$ cat config.mk
export PLATFORM = sky130hd
export DESIGN_NAME = servisia_mem_ctrl_flat
export DESIGN_NICKNAME = d
export VERILOG_FILES = /design/src/rtl/servisia_mem_ctrl_if.sv /design/src/rtl/servisia_mem_ctrl.sv /design/src/flat_wrapper.sv
export SDC_FILE = /design/constraint.sdc
export NUM_CORES = 1
export LEC_CHECK = 0
export BUFFER_PORTS_ARGS = -buffer_cell sky130_fd_sc_hd__buf_2
export CORE_MARGIN = 1.5
export CORE_UTILIZATION = 45
export DETAILED_ROUTE_END_ITERATION = 10
export PLACE_DENSITY = 0.68
export SETUP_SLACK_MARGIN = 0.4
export SYNTH_ARGS = -nofsm -noshare
export SYNTH_HDL_FRONTEND = slang
export SYNTH_SLANG_ARGS = --single-unit
$ cat constraint.sdc
create_clock -name clk_i -period 3.5 [get_ports clk_i]
set_input_delay 1.05 -clock clk_i [delete_from_list [all_inputs] [get_ports clk_i]]
set_output_delay 1.05 -clock clk_i [all_outputs]
set_load 0.02 [all_outputs]
$ cat src/rtl/servisia_mem_ctrl_if.sv
// Request/response handshake bundle for servisia_mem_ctrl.
// The core drives the master side, the controller the slave side.
interface servisia_mem_ctrl_if #(
    parameter int BEATS  = 4,
    parameter int ADDR_W = 20
);
    logic                 req_valid_i;
    logic                 req_ready_o;
    logic                 req_we_i;
    logic [ADDR_W-1:0]    req_addr_i;
    logic [8*BEATS-1:0]   req_wdata_i;
    logic [BEATS-1:0]     req_be_i;
    logic                 rsp_valid_o;
    logic [8*BEATS-1:0]   rsp_rdata_o;
    logic                 rsp_err_o;

    modport master (
        output req_valid_i, req_we_i, req_addr_i,
        output req_wdata_i, req_be_i,
        input  req_ready_o, rsp_valid_o,
        input  rsp_rdata_o, rsp_err_o
    );

    modport slave (
        input  req_valid_i, req_we_i, req_addr_i,
        input  req_wdata_i, req_be_i,
        output req_ready_o, rsp_valid_o,
        output rsp_rdata_o, rsp_err_o
    );
endinterface

$ cat src/rtl/servisia_mem_ctrl.sv
// Word-to-byte external memory controller for async SRAM/flash.
// Banked chip selects, wait states, byte strobes, write protect.
module servisia_mem_ctrl #(
    parameter int BEATS       = 4,
    parameter int ADDR_W      = 20,
    parameter int BANK_BITS   = 1,
    parameter int WAIT_CYCLES = 1,
    parameter logic [(1<<BANK_BITS)-1:0] WRITE_MASK = 2'b10
) (
    input  logic                        clk_i,
    input  logic                        rst_i,
    servisia_mem_ctrl_if.slave          bus,
    output logic [(1<<BANK_BITS)-1:0]   mem_ce_no,
    output logic                        mem_oe_no,
    output logic                        mem_we_no,
    output logic [ADDR_W-BANK_BITS-1:0] mem_addr_o,
    output logic [7:0]                  mem_dq_o,
    output logic                        mem_dq_oe_o,
    input  logic [7:0]                  mem_dq_i
);
    localparam int NB    = 1 << BANK_BITS;
    localparam int LOG2B = $clog2(BEATS);
    localparam int BW    = (LOG2B > 0) ? LOG2B : 1;
    localparam int MA_W  = ADDR_W - BANK_BITS;
    localparam int CW    = (WAIT_CYCLES > 0) ?
                           $clog2(WAIT_CYCLES + 1) : 1;
    localparam int DW    = 8 * BEATS;

    typedef enum logic [2:0] {
        S_IDLE,
        S_SETUP,
        S_ACCESS,
        S_HOLD,
        S_RESP
    } state_t;

    state_t               state_q, state_d;
    logic [BW-1:0]        beat_q, beat_d;
    logic [CW-1:0]        cnt_q, cnt_d;
    logic                 we_q, we_d;
    logic [BANK_BITS-1:0] bank_q, bank_d;
    logic [MA_W-1:0]      base_q, base_d;
    logic [DW-1:0]        wdata_q, wdata_d;
    logic [BEATS-1:0]     be_q, be_d;
    logic [DW-1:0]        rbuf_q, rbuf_d;
    logic                 ready_q, ready_d;
    logic                 rsp_valid_q, rsp_valid_d;
    logic                 rsp_err_q, rsp_err_d;
    logic [DW-1:0]        rdata_q, rdata_d;
    logic [NB-1:0]        ce_n_q, ce_n_d;
    logic                 oe_n_q, oe_n_d;
    logic                 we_n_q, we_n_d;
    logic [MA_W-1:0]      maddr_q, maddr_d;
    logic [7:0]           dq_q, dq_d;
    logic                 dq_oe_q, dq_oe_d;

    logic [BW:0]          nxt;
    logic [BANK_BITS-1:0] acc_bank;
    logic                 misalign;
    logic                 wprot;

    // Lowest beat at or above start that carries data: every
    // beat for reads, only enabled bytes for writes.
    // Returns {found, index}.
    function automatic logic [BW:0] find_beat(
        input logic             wr,
        input logic [BEATS-1:0] en,
        input int               start
    );
        logic [BW:0] r;
        r = '0;
        for (int i = BEATS - 1; i >= 0; i--) begin
            if (i >= start && (!wr || en[i])) begin
                r = {1'b1, BW'(i)};
            end
        end
        return r;
    endfunction

    assign acc_bank = bus.req_addr_i[ADDR_W-1 -: BANK_BITS];
    assign misalign = (bus.req_addr_i & ADDR_W'(BEATS - 1)) != '0;
    assign wprot    = bus.req_we_i && !WRITE_MASK[acc_bank];

    // Next-state and next-output computation for every register.
    always_comb begin
        state_d     = state_q;
        beat_d      = beat_q;
        cnt_d       = cnt_q;
        we_d        = we_q;
        bank_d      = bank_q;
        base_d      = base_q;
        wdata_d     = wdata_q;
        be_d        = be_q;
        rbuf_d      = rbuf_q;
        rsp_valid_d = 1'b0;
        rsp_err_d   = rsp_err_q;
        rdata_d     = rdata_q;
        ce_n_d      = ce_n_q;
        oe_n_d      = oe_n_q;
        we_n_d      = we_n_q;
        maddr_d     = maddr_q;
        dq_d        = dq_q;
        dq_oe_d     = dq_oe_q;
        nxt         = '0;

        unique case (state_q)
            S_IDLE: begin
                if (ready_q && bus.req_valid_i) begin
                    we_d    = bus.req_we_i;
                    bank_d  = acc_bank;
                    base_d  = bus.req_addr_i[MA_W-1:0];
                    wdata_d = bus.req_wdata_i;
                    be_d    = bus.req_be_i;
                    if (misalign || wprot) begin
                        state_d     = S_RESP;
                        rsp_valid_d = 1'b1;
                        rsp_err_d   = 1'b1;
                    end else if (bus.req_we_i &&
                                 bus.req_be_i == '0) begin
                        state_d     = S_RESP;
                        rsp_valid_d = 1'b1;
                        rsp_err_d   = 1'b0;
                    end else begin
                        nxt     = find_beat(bus.req_we_i,
                                            bus.req_be_i, 0);
                        state_d = S_SETUP;
                        beat_d  = nxt[BW-1:0];
                        ce_n_d  = ~(NB'(1) << acc_bank);
                        oe_n_d  = 1'b1;
                        we_n_d  = 1'b1;
                        maddr_d = bus.req_addr_i[MA_W-1:0] |
                                  MA_W'(nxt[BW-1:0]);
                        if (bus.req_we_i) begin
                            dq_d = bus.req_wdata_i[
                                8*int'(nxt[BW-1:0]) +: 8];
                        end
                        dq_oe_d = bus.req_we_i;
                    end
                end
            end
            S_SETUP: begin
                state_d = S_ACCESS;
                cnt_d   = CW'(WAIT_CYCLES);
                oe_n_d  = we_q;
                we_n_d  = !we_q;
            end
            S_ACCESS: begin
                if (cnt_q == '0) begin
                    state_d = S_HOLD;
                    oe_n_d  = 1'b1;
                    we_n_d  = 1'b1;
                    if (!we_q) begin
                        rbuf_d[8*int'(beat_q) +: 8] = mem_dq_i;
                    end
                end else begin
                    cnt_d = cnt_q - CW'(1);
                end
            end
            S_HOLD: begin
                nxt = find_beat(we_q, be_q, int'(beat_q) + 1);
                if (nxt[BW]) begin
                    state_d = S_SETUP;
                    beat_d  = nxt[BW-1:0];
                    maddr_d = base_q | MA_W'(nxt[BW-1:0]);
                    if (we_q) begin
                        dq_d = wdata_q[8*int'(nxt[BW-1:0]) +: 8];
                    end
                end else begin
                    state_d     = S_RESP;
                    rsp_valid_d = 1'b1;
                    rsp_err_d   = 1'b0;
                    ce_n_d      = '1;
                    dq_oe_d     = 1'b0;
                    if (!we_q) begin
                        rdata_d = rbuf_q;
                    end
                end
            end
            S_RESP: begin
                state_d = S_IDLE;
            end
            default: begin
                state_d = S_IDLE;
            end
        endcase

        ready_d = (state_d == S_IDLE);
    end

    // Single register bank; reset aborts any transfer in flight.
    always_ff @(posedge clk_i) begin
        if (rst_i) begin
            state_q     <= S_IDLE;
            beat_q      <= '0;
            cnt_q       <= '0;
            we_q        <= 1'b0;
            bank_q      <= '0;
            base_q      <= '0;
            wdata_q     <= '0;
            be_q        <= '0;
            rbuf_q      <= '0;
            ready_q     <= 1'b0;
            rsp_valid_q <= 1'b0;
            rsp_err_q   <= 1'b0;
            rdata_q     <= '0;
            ce_n_q      <= '1;
            oe_n_q      <= 1'b1;
            we_n_q      <= 1'b1;
            maddr_q     <= '0;
            dq_q        <= '0;
            dq_oe_q     <= 1'b0;
        end else begin
            state_q     <= state_d;
            beat_q      <= beat_d;
            cnt_q       <= cnt_d;
            we_q        <= we_d;
            bank_q      <= bank_d;
            base_q      <= base_d;
            wdata_q     <= wdata_d;
            be_q        <= be_d;
            rbuf_q      <= rbuf_d;
            ready_q     <= ready_d;
            rsp_valid_q <= rsp_valid_d;
            rsp_err_q   <= rsp_err_d;
            rdata_q     <= rdata_d;
            ce_n_q      <= ce_n_d;
            oe_n_q      <= oe_n_d;
            we_n_q      <= we_n_d;
            maddr_q     <= maddr_d;
            dq_q        <= dq_d;
            dq_oe_q     <= dq_oe_d;
        end
    end

    assign bus.req_ready_o = ready_q;
    assign bus.rsp_valid_o = rsp_valid_q;
    assign bus.rsp_err_o   = rsp_err_q;
    assign bus.rsp_rdata_o = rdata_q;
    assign mem_ce_no       = ce_n_q;
    assign mem_oe_no       = oe_n_q;
    assign mem_we_no       = we_n_q;
    assign mem_addr_o      = maddr_q;
    assign mem_dq_o        = dq_q;
    assign mem_dq_oe_o     = dq_oe_q;
endmodule
$ cat src/flat_wrapper.sv
// flat-port wrapper written by rule: the top's interface ports become plain ports
module servisia_mem_ctrl_flat 
#(
    parameter int BEATS       = 4,
    parameter int ADDR_W      = 20,
    parameter int BANK_BITS   = 1,
    parameter int WAIT_CYCLES = 1,
    parameter logic [(1<<BANK_BITS)-1:0] WRITE_MASK = 2'b10
)
  (clk_i, rst_i, mem_ce_no, mem_oe_no, mem_we_no, mem_addr_o, mem_dq_o, mem_dq_oe_o, mem_dq_i, bus_req_valid_i, bus_req_we_i, bus_req_addr_i, bus_req_wdata_i, bus_req_be_i, bus_req_ready_o, bus_rsp_valid_o, bus_rsp_rdata_o, bus_rsp_err_o);
  servisia_mem_ctrl_if #(.BEATS(BEATS), .ADDR_W(ADDR_W)) bus_i ();
  input  logic clk_i;
  input  logic rst_i;
  output logic [(1<<BANK_BITS)-1:0] mem_ce_no;
  output logic mem_oe_no;
  output logic mem_we_no;
  output logic [ADDR_W-BANK_BITS-1:0] mem_addr_o;
  output logic [7:0] mem_dq_o;
  output logic mem_dq_oe_o;
  input  logic [7:0] mem_dq_i;
  input wire logic [$bits(bus_i.req_valid_i)-1:0] bus_req_valid_i;
  input wire logic [$bits(bus_i.req_we_i)-1:0] bus_req_we_i;
  input wire logic [$bits(bus_i.req_addr_i)-1:0] bus_req_addr_i;
  input wire logic [$bits(bus_i.req_wdata_i)-1:0] bus_req_wdata_i;
  input wire logic [$bits(bus_i.req_be_i)-1:0] bus_req_be_i;
  output wire logic [$bits(bus_i.req_ready_o)-1:0] bus_req_ready_o;
  output wire logic [$bits(bus_i.rsp_valid_o)-1:0] bus_rsp_valid_o;
  output wire logic [$bits(bus_i.rsp_rdata_o)-1:0] bus_rsp_rdata_o;
  output wire logic [$bits(bus_i.rsp_err_o)-1:0] bus_rsp_err_o;
  assign bus_i.req_valid_i = bus_req_valid_i;
  assign bus_i.req_we_i = bus_req_we_i;
  assign bus_i.req_addr_i = bus_req_addr_i;
  assign bus_i.req_wdata_i = bus_req_wdata_i;
  assign bus_i.req_be_i = bus_req_be_i;
  assign bus_req_ready_o = bus_i.req_ready_o;
  assign bus_rsp_valid_o = bus_i.rsp_valid_o;
  assign bus_rsp_rdata_o = bus_i.rsp_rdata_o;
  assign bus_rsp_err_o = bus_i.rsp_err_o;
  servisia_mem_ctrl #(.BEATS(BEATS), .ADDR_W(ADDR_W), .BANK_BITS(BANK_BITS), .WAIT_CYCLES(WAIT_CYCLES), .WRITE_MASK(WRITE_MASK)) u_core (.clk_i(clk_i), .rst_i(rst_i), .bus(bus_i), .mem_ce_no(mem_ce_no), .mem_oe_no(mem_oe_no), .mem_we_no(mem_we_no), .mem_addr_o(mem_addr_o), .mem_dq_o(mem_dq_o), .mem_dq_oe_o(mem_dq_oe_o), .mem_dq_i(mem_dq_i));
endmodule
==> Word level (Yosys, flattened, before mapping) <==
Cells that the tools add are included.
{ "word_totals": {"elab_cells": 149, "output_inout_bits": 67, "ff_bits": 161, "in_bits": 68} }
{ "classes": {"addsub": 3, "n_reduce_logical": 34, "bitwise_logic": 6, "n_eq_ne": 12, "n_shift": 5, "n_lt_le_gt_ge": 5, "mux": 66} }
{ "op_table": {"columns": ["cell", "n"], "rows": [
  ["2-to-1 mux 19 bit", 4],
  [">= comparator 3 x 32 -> 1 bit (first input constant)", 2],
  ["indexed part select 32 x 6 -> 8 bit", 2],
  ["2-to-1 mux 8 bit", 6],
  ["bitwise OR 19 x 2 -> 19 bit", 2],
  ["one-hot mux 19 bit (2 select lines)", 1],
  ["negator 5 -> 33 bit", 1],
  ["variable shift 8 x 33 -> 32 bit (first input constant)", 1],
  ["indexed part select 8 x 33 -> 32 bit", 1],
  ["bitwise mux 32 bit", 1],
  [">= comparator 1 x 32 -> 1 bit (first input constant)", 1],
  [">= comparator 2 x 32 -> 1 bit (first input constant)", 1],
  ["2-to-1 mux 2 bit", 16],
  ["2-to-1 mux 3 bit", 10],
  ["nonzero test 20 bit", 1],
  ["2-to-1 mux 1 bit", 18],
  ["one-hot mux 8 bit (2 select lines)", 1],
  ["AND reduction 5 bit", 3],
  ["one-hot mux 3 bit (4 select lines)", 1],
  ["!= test 2 bit (second input constant)", 5],
  ["logical OR 1 bit", 9],
  ["one-hot mux 1 bit (2 select lines)", 4],
  ["one-hot mux 2 bit (2 select lines)", 2],
  ["logical AND 1 bit", 7],
  ["20 further kinds", 31]
]} }

==> Longest topological paths before layout <==
{ "logic_depth": {"depth_word": 16, "depth_mapped": 10, "ltp_nobuf": 7} }

==> Least setup slack after synthesis <==
OpenSTA, ideal clock, no wires.
{ "synth_path": {"path_type": "input to register", "from": "input bus_req_be_i[2]", "to": "register u_core.maddr_q[10], in the netlist u_core.mem_addr_o[10]", "arrival_time_ps": 2540, "path_slack_ps": 871, "t_required_ps": 3412, "path_buffers": 2, "setup_time_ps": 88, "path_stages": 7, "cell_sequence": "buf_2 > nor2_1 > a2111o_1 > a221oi_4 > buf_6 > nor2_1 > a311oi_2"} }
{ "synth_between": {"elab_chain_len": 4} }
{ "synth_rtl": {"columns": ["item", "line", "source"], "rows": [
  ["from (decl)", "flat_wrapper.sv:25", "input wire logic [$bits(bus_i.req_be_i)-1:0] bus_req_be_i;"],
  ["zero test 4 bit", "servisia_mem_ctrl.sv:119", "bus.req_be_i == '0) begin"],
  ["logical AND 1 bit", "servisia_mem_ctrl.sv:118", "end else if (bus.req_we_i &&"],
  ["!= test 2 bit (no line)", null, null],
  ["AND reduction 5 bit (no line)", null, null],
  ["to (signal assigned)", "servisia_mem_ctrl.sv:229", "maddr_q <= maddr_d;"],
  ["to (decl)", "servisia_mem_ctrl.sv:53", "logic [MA_W-1:0] maddr_q, maddr_d;"]
]} }
Every way passes these cells.
A chain may end at the register's enable or synchronous reset.

==> Worst setup path in the final report <==
{ "layout_path": {"from": "register u_core.beat_q[0]", "to": "register u_core.rdata_q[27], in the netlist u_core.bus.rsp_rdata_o[27]"} }
{ "layout_between": {"elab_chain_len": 10, "word_cells_on_any_way": 16, "cone_classes": "1 x add/sub; 4 x order compare; 5 x mux; 1 x bitwise; 5 x reduce/logical"} }
{ "layout_rtl": {"columns": ["item", "line", "source"], "rows": [
  ["from (decl)", "servisia_mem_ctrl.sv:38", "logic [BW-1:0] beat_q, beat_d;"],
  ["from (signal assigned)", "servisia_mem_ctrl.sv:214", "beat_q <= beat_d;"],
  ["adder 2 x 1 -> 3 bit (*)", "servisia_mem_ctrl.sv:160", "nxt = find_beat(we_q, be_q, int'(beat_q) + 1);"],
  [">= comparator 3 x 32 -> 1 bit", "servisia_mem_ctrl.sv:73", "if (i >= start && (!wr || en[i])) begin"],
  ["logical AND 1 bit", "servisia_mem_ctrl.sv:73", null],
  ["2-to-1 mux 3 bit (3 in a row)", "servisia_mem_ctrl.sv:73", null],
  ["2-to-1 mux 3 bit (*)", "servisia_mem_ctrl.sv:73", null],
  ["2-to-1 mux 3 bit (*)", "servisia_mem_ctrl.sv:106", "unique case (state_q)"],
  ["NOT 1 bit (no line) (*)", null, null],
  ["AND reduction 3 bit (no line) (*)", null, null],
  ["to (signal assigned)", "servisia_mem_ctrl.sv:225", "rdata_q <= rdata_d;"],
  ["to (decl)", "servisia_mem_ctrl.sv:49", "logic [DW-1:0] rdata_q, rdata_d;"]
]} }
Every way passes the cells marked *; elsewhere a longest branch is shown, timed or not. The select of a mux whose other input is x is not followed.

==> summary.txt <==
Routing
  – Detail-routed net length per standard cell: 15.4 um
  – Total met3 wirelength after detailed routing: 1090 um
  – Sum of routed wire length over all layers: 17500 um
  – Highest metal layer with signal wires: met4
  – Via total after detailed routing: 6187
  – Wire length the detailed router placed on met1: 8130 um
  – Number of search-and-repair iterations in the first detailed-routing pass: 5
  – Per-cell via count in the routed design: 5.43
  – Number of design rule violations left after detail routing: 0
  – Met2 routed WL: 7970 um
  – Detailed Route Iter0 Violations: 419
  – Detail Route Antenna Nets: 0

Floorplanning
  – Die X: 125 um
  – Ports: 135
  – Effective utilization at floorplan: 46.1%
  – Row cnt: 44
  – Die footprint: 15600 um2
  – Core Footprint: 14500 um2
  – DIE HEIGHT: 125 um

Worst setup path
  – CP Capture Type: flop
  – Kind of start point of the critical path: flop
  – Reg2Reg Depth: 8
  – Category of the most critical setup path: reg2reg
  – Worst R2R Setup Slack: 0.85 ns
  – Endpoint required time on the critical path: 3.86 ns
  – Worst Path Arrival: 3.01 ns
  – CP Max Fanout: 18

STA
  – Setup TNS: 0 ns
  – Final critical-path required period: 2.65 ns
  – Tightest slew margin relative to the limit: 45.9%
  – Max Clk Rate: 377 MHz
  – Count of final setup violators: 0
  – Share of the clock period used by the worst path: 75.7%
  – Number of slew-limit violations in the final report: 0
  – Unrepaired setup endpoints after global routing: no
  – Clock Skews: 0.00653 ns
  – Number of hold-slack violations in the final timing report: 0
  – Slew at the pin with the worst max-slew slack: 0.812 ns

Global route
  – Number of antenna violations at the first check in global routing: 0
  – Pin count of the biggest net entering global routing: 55
  – Via count of the first global-routing pass: 5748
  – GRT Overall Usage: 22.8%
  – Total gr overflow: 0
  – Wire length of the first global-routing pass: 28600 um

Synthesis
  – Gate Count Post-Synth: 839
  – Synthesized netlist net count: 912
  – Post-synthesis async set-or-reset flop share: 0%
  – Avg Cell Area, Syn: 7.95 um2
  – Predominant post-synthesis flop cell: sky130_fd_sc_hd__dfxtp_1
  – EDFF count, synth: 0
  – Warnings from Yosys: 0
  – Yosys reg bits: 156
  – Post-synthesis cell type count: 57
  – Netlist Area Pre-Place: 6670 um2
  – Portion of the post-synthesis area used by sequential elements: 46.8%

Min path
  – Worst min-delay path category: reg2reg
  – Cell count of the worst hold path: 2

Clock tree
  – H-tree Lvls: 4
  – Register clock-pin slew on the reported worst setup and hold paths: 0.06 ns
  – Sinks on the clock net: 156
  – Clock tree buffer depth: 2
  – Buffer cell driving the clock tree root: sky130_fd_sc_hd__clkbuf_16
  – TritonCTS clock tree: built
  – Number of hold-repair buffers added at the cts stage: 0
  – Source-to-sink clock delay at the later pin of the worst-skew pair: 0.43 ns
  – # Post-CTS Setup Buffers: 0
  – Cts bufs inserted: 17
  – Total of cells resized after clock tree synthesis: 0

Cells and area
  – Ratio of cells with drive above 1 in the final layout: 22.1%
  – Antenna cell count: 0
  – Area growth from synthesis to final layout: 20.6%
  – Commonest non-fill, non-tap cell in the layout: sky130_fd_sc_hd__nand2_1
  – Area occupied by multi-input gates: 3230 um2
  – Post-route cell area: 8040 um2
  – Commonest non-fill, non-tap cells in the layout: sky130_fd_sc_hd__nand2_1, sky130_fd_sc_hd__dfxtp_1, sky130_fd_sc_hd__a21oi_1
  – Net count, final: 1015
  – Filler Cell Count: 1422
  – Register area: 3120 um2

Power and ir drop
  – P per Cell Area: 524 nW/um2
  – Overall Power: 4220 uW
  – Reported leakage power: 0.00310 uW
  – Worst supply voltage drop on vdd: 0.340 mV

Run status
  – Status: completed

Placement
  – HPWL after DPL: 12200 um
  – Routability-driven placement congestion ratio: 0.878
  – DP Area: 7420 um2
  – Count of input and output buffers: 134

Job
  – Number of max-capacitance violations reported: 0
## flip-flops by register name, summed over array words and instances, names as in the netlist
register / cells
u_core.mem_oe_no: 1
u_core.bus.rsp_err_o: 1
u_core.base_q: 19
u_core.beat_q: 2
u_core.state_q: 3
u_core.bus.rsp_valid_o: 1
u_core.wdata_q: 28
u_core.rbuf_q: 32
u_core.mem_dq_o: 8
u_core.cnt_q: 1
u_core.be_q: 3
u_core.mem_we_no: 1
u_core.bus.req_ready_o: 1
u_core.bus.rsp_rdata_o: 32
u_core.we_q: 1
u_core.mem_ce_no: 2
u_core.mem_addr_o: 19
u_core.mem_dq_oe_o: 1
## worst max-delay path, stage by stage, from the launching register on
cell and delay, ns:
sky130_fd_sc_hd__dfxtp_1 0.43, sky130_fd_sc_hd__inv_1 0.13, sky130_fd_sc_hd__ha_1 0.31, sky130_fd_sc_hd__nor3b_1 0.20, sky130_fd_sc_hd__o221a_2 0.37, sky130_fd_sc_hd__and3b_1 0.58, sky130_fd_sc_hd__buf_4 0.33, sky130_fd_sc_hd__nand2_1 0.10
sky130_fd_sc_hd__a21oi_1 0.12
## cell type report
type / instances / area share, %
clock buffer: 19 / 5.38
clock inverter: 13 / 2.36
inverter: 11 / 0.513
multi-input combinational: 606 / 40.2
sequential: 156 / 38.8
tap: 184 / 2.86
timing repair buffer: 150 / 9.86
## power by group
part           leakage [uW]  switching (uW)  internal [uW]
combinational       0.00155             255            143
sequential          0.00126            36.3           1830
clock              0.000291             749           1200
## synth_stat cells, drive strengths merged (9+ instances only)
cell	number	area share [%]
nand2	243	14
dfxtp	156	47
a21oi	142	11
clkbuf	48	2.7
nand3	33	2.5
nor2	33	1.9
o21ai	19	1.4
a311oi	18	4.0
buf	18	1.6
inv	11	0.62
and2	9	0.84
nor3	9	0.67
## cell families (layout without fill, tap and decap cells)
family | count (synthesis) | in the layout | synth area share [%]
AO/OA/AOI/OAI | 227 | 227 | 22.5
adder cells (fa/ha/maj) | 5 | 5 | 0.938
buffers and inverters | 77 | 193 | 4.93
AND/OR/NAND/NOR | 365 | 365 | 23.4
flip-flops | 156 | 156 | 46.8
multiplexers | 8 | 8 | 1.24
XOR/XNOR | 1 | 1 | 0.131
## through the flow
stage,setup WS (ns),std cells,utilization [%],hold WS (ns)
after floorplan,0.871,839,-,0.431
after global placement,0.550,1107,51.3,0.439
after detailed placement,0.465,1107,51.3,0.442
after CTS,0.814,1139,55.6,0.450
after global routing,0.579,1139,55.6,0.468
final,0.849,1139,55.6,0.449
## metal layers
| metal | GRT usage [%] | vias up |
|---|---|---|
| met1 | 30.8 | 2847 |
| met4 | 8.38 | 0 |
| li1 | - | 3088 |
| met3 | 5.28 | 39 |
| met5 | 0 | - |
| met2 | 35.6 | 213 |
## final timing paths
path	startpoint	end
min	u_core.be_q[1]	u_core.be_q[1]
max reg2reg	u_core.beat_q[0]	u_core.bus.rsp_rdata_o[27]
max	u_core.beat_q[0]	u_core.bus.rsp_rdata_o[27]
min reg2reg	u_core.be_q[1]	u_core.be_q[1]
Power figures use the tool's default switching activity.
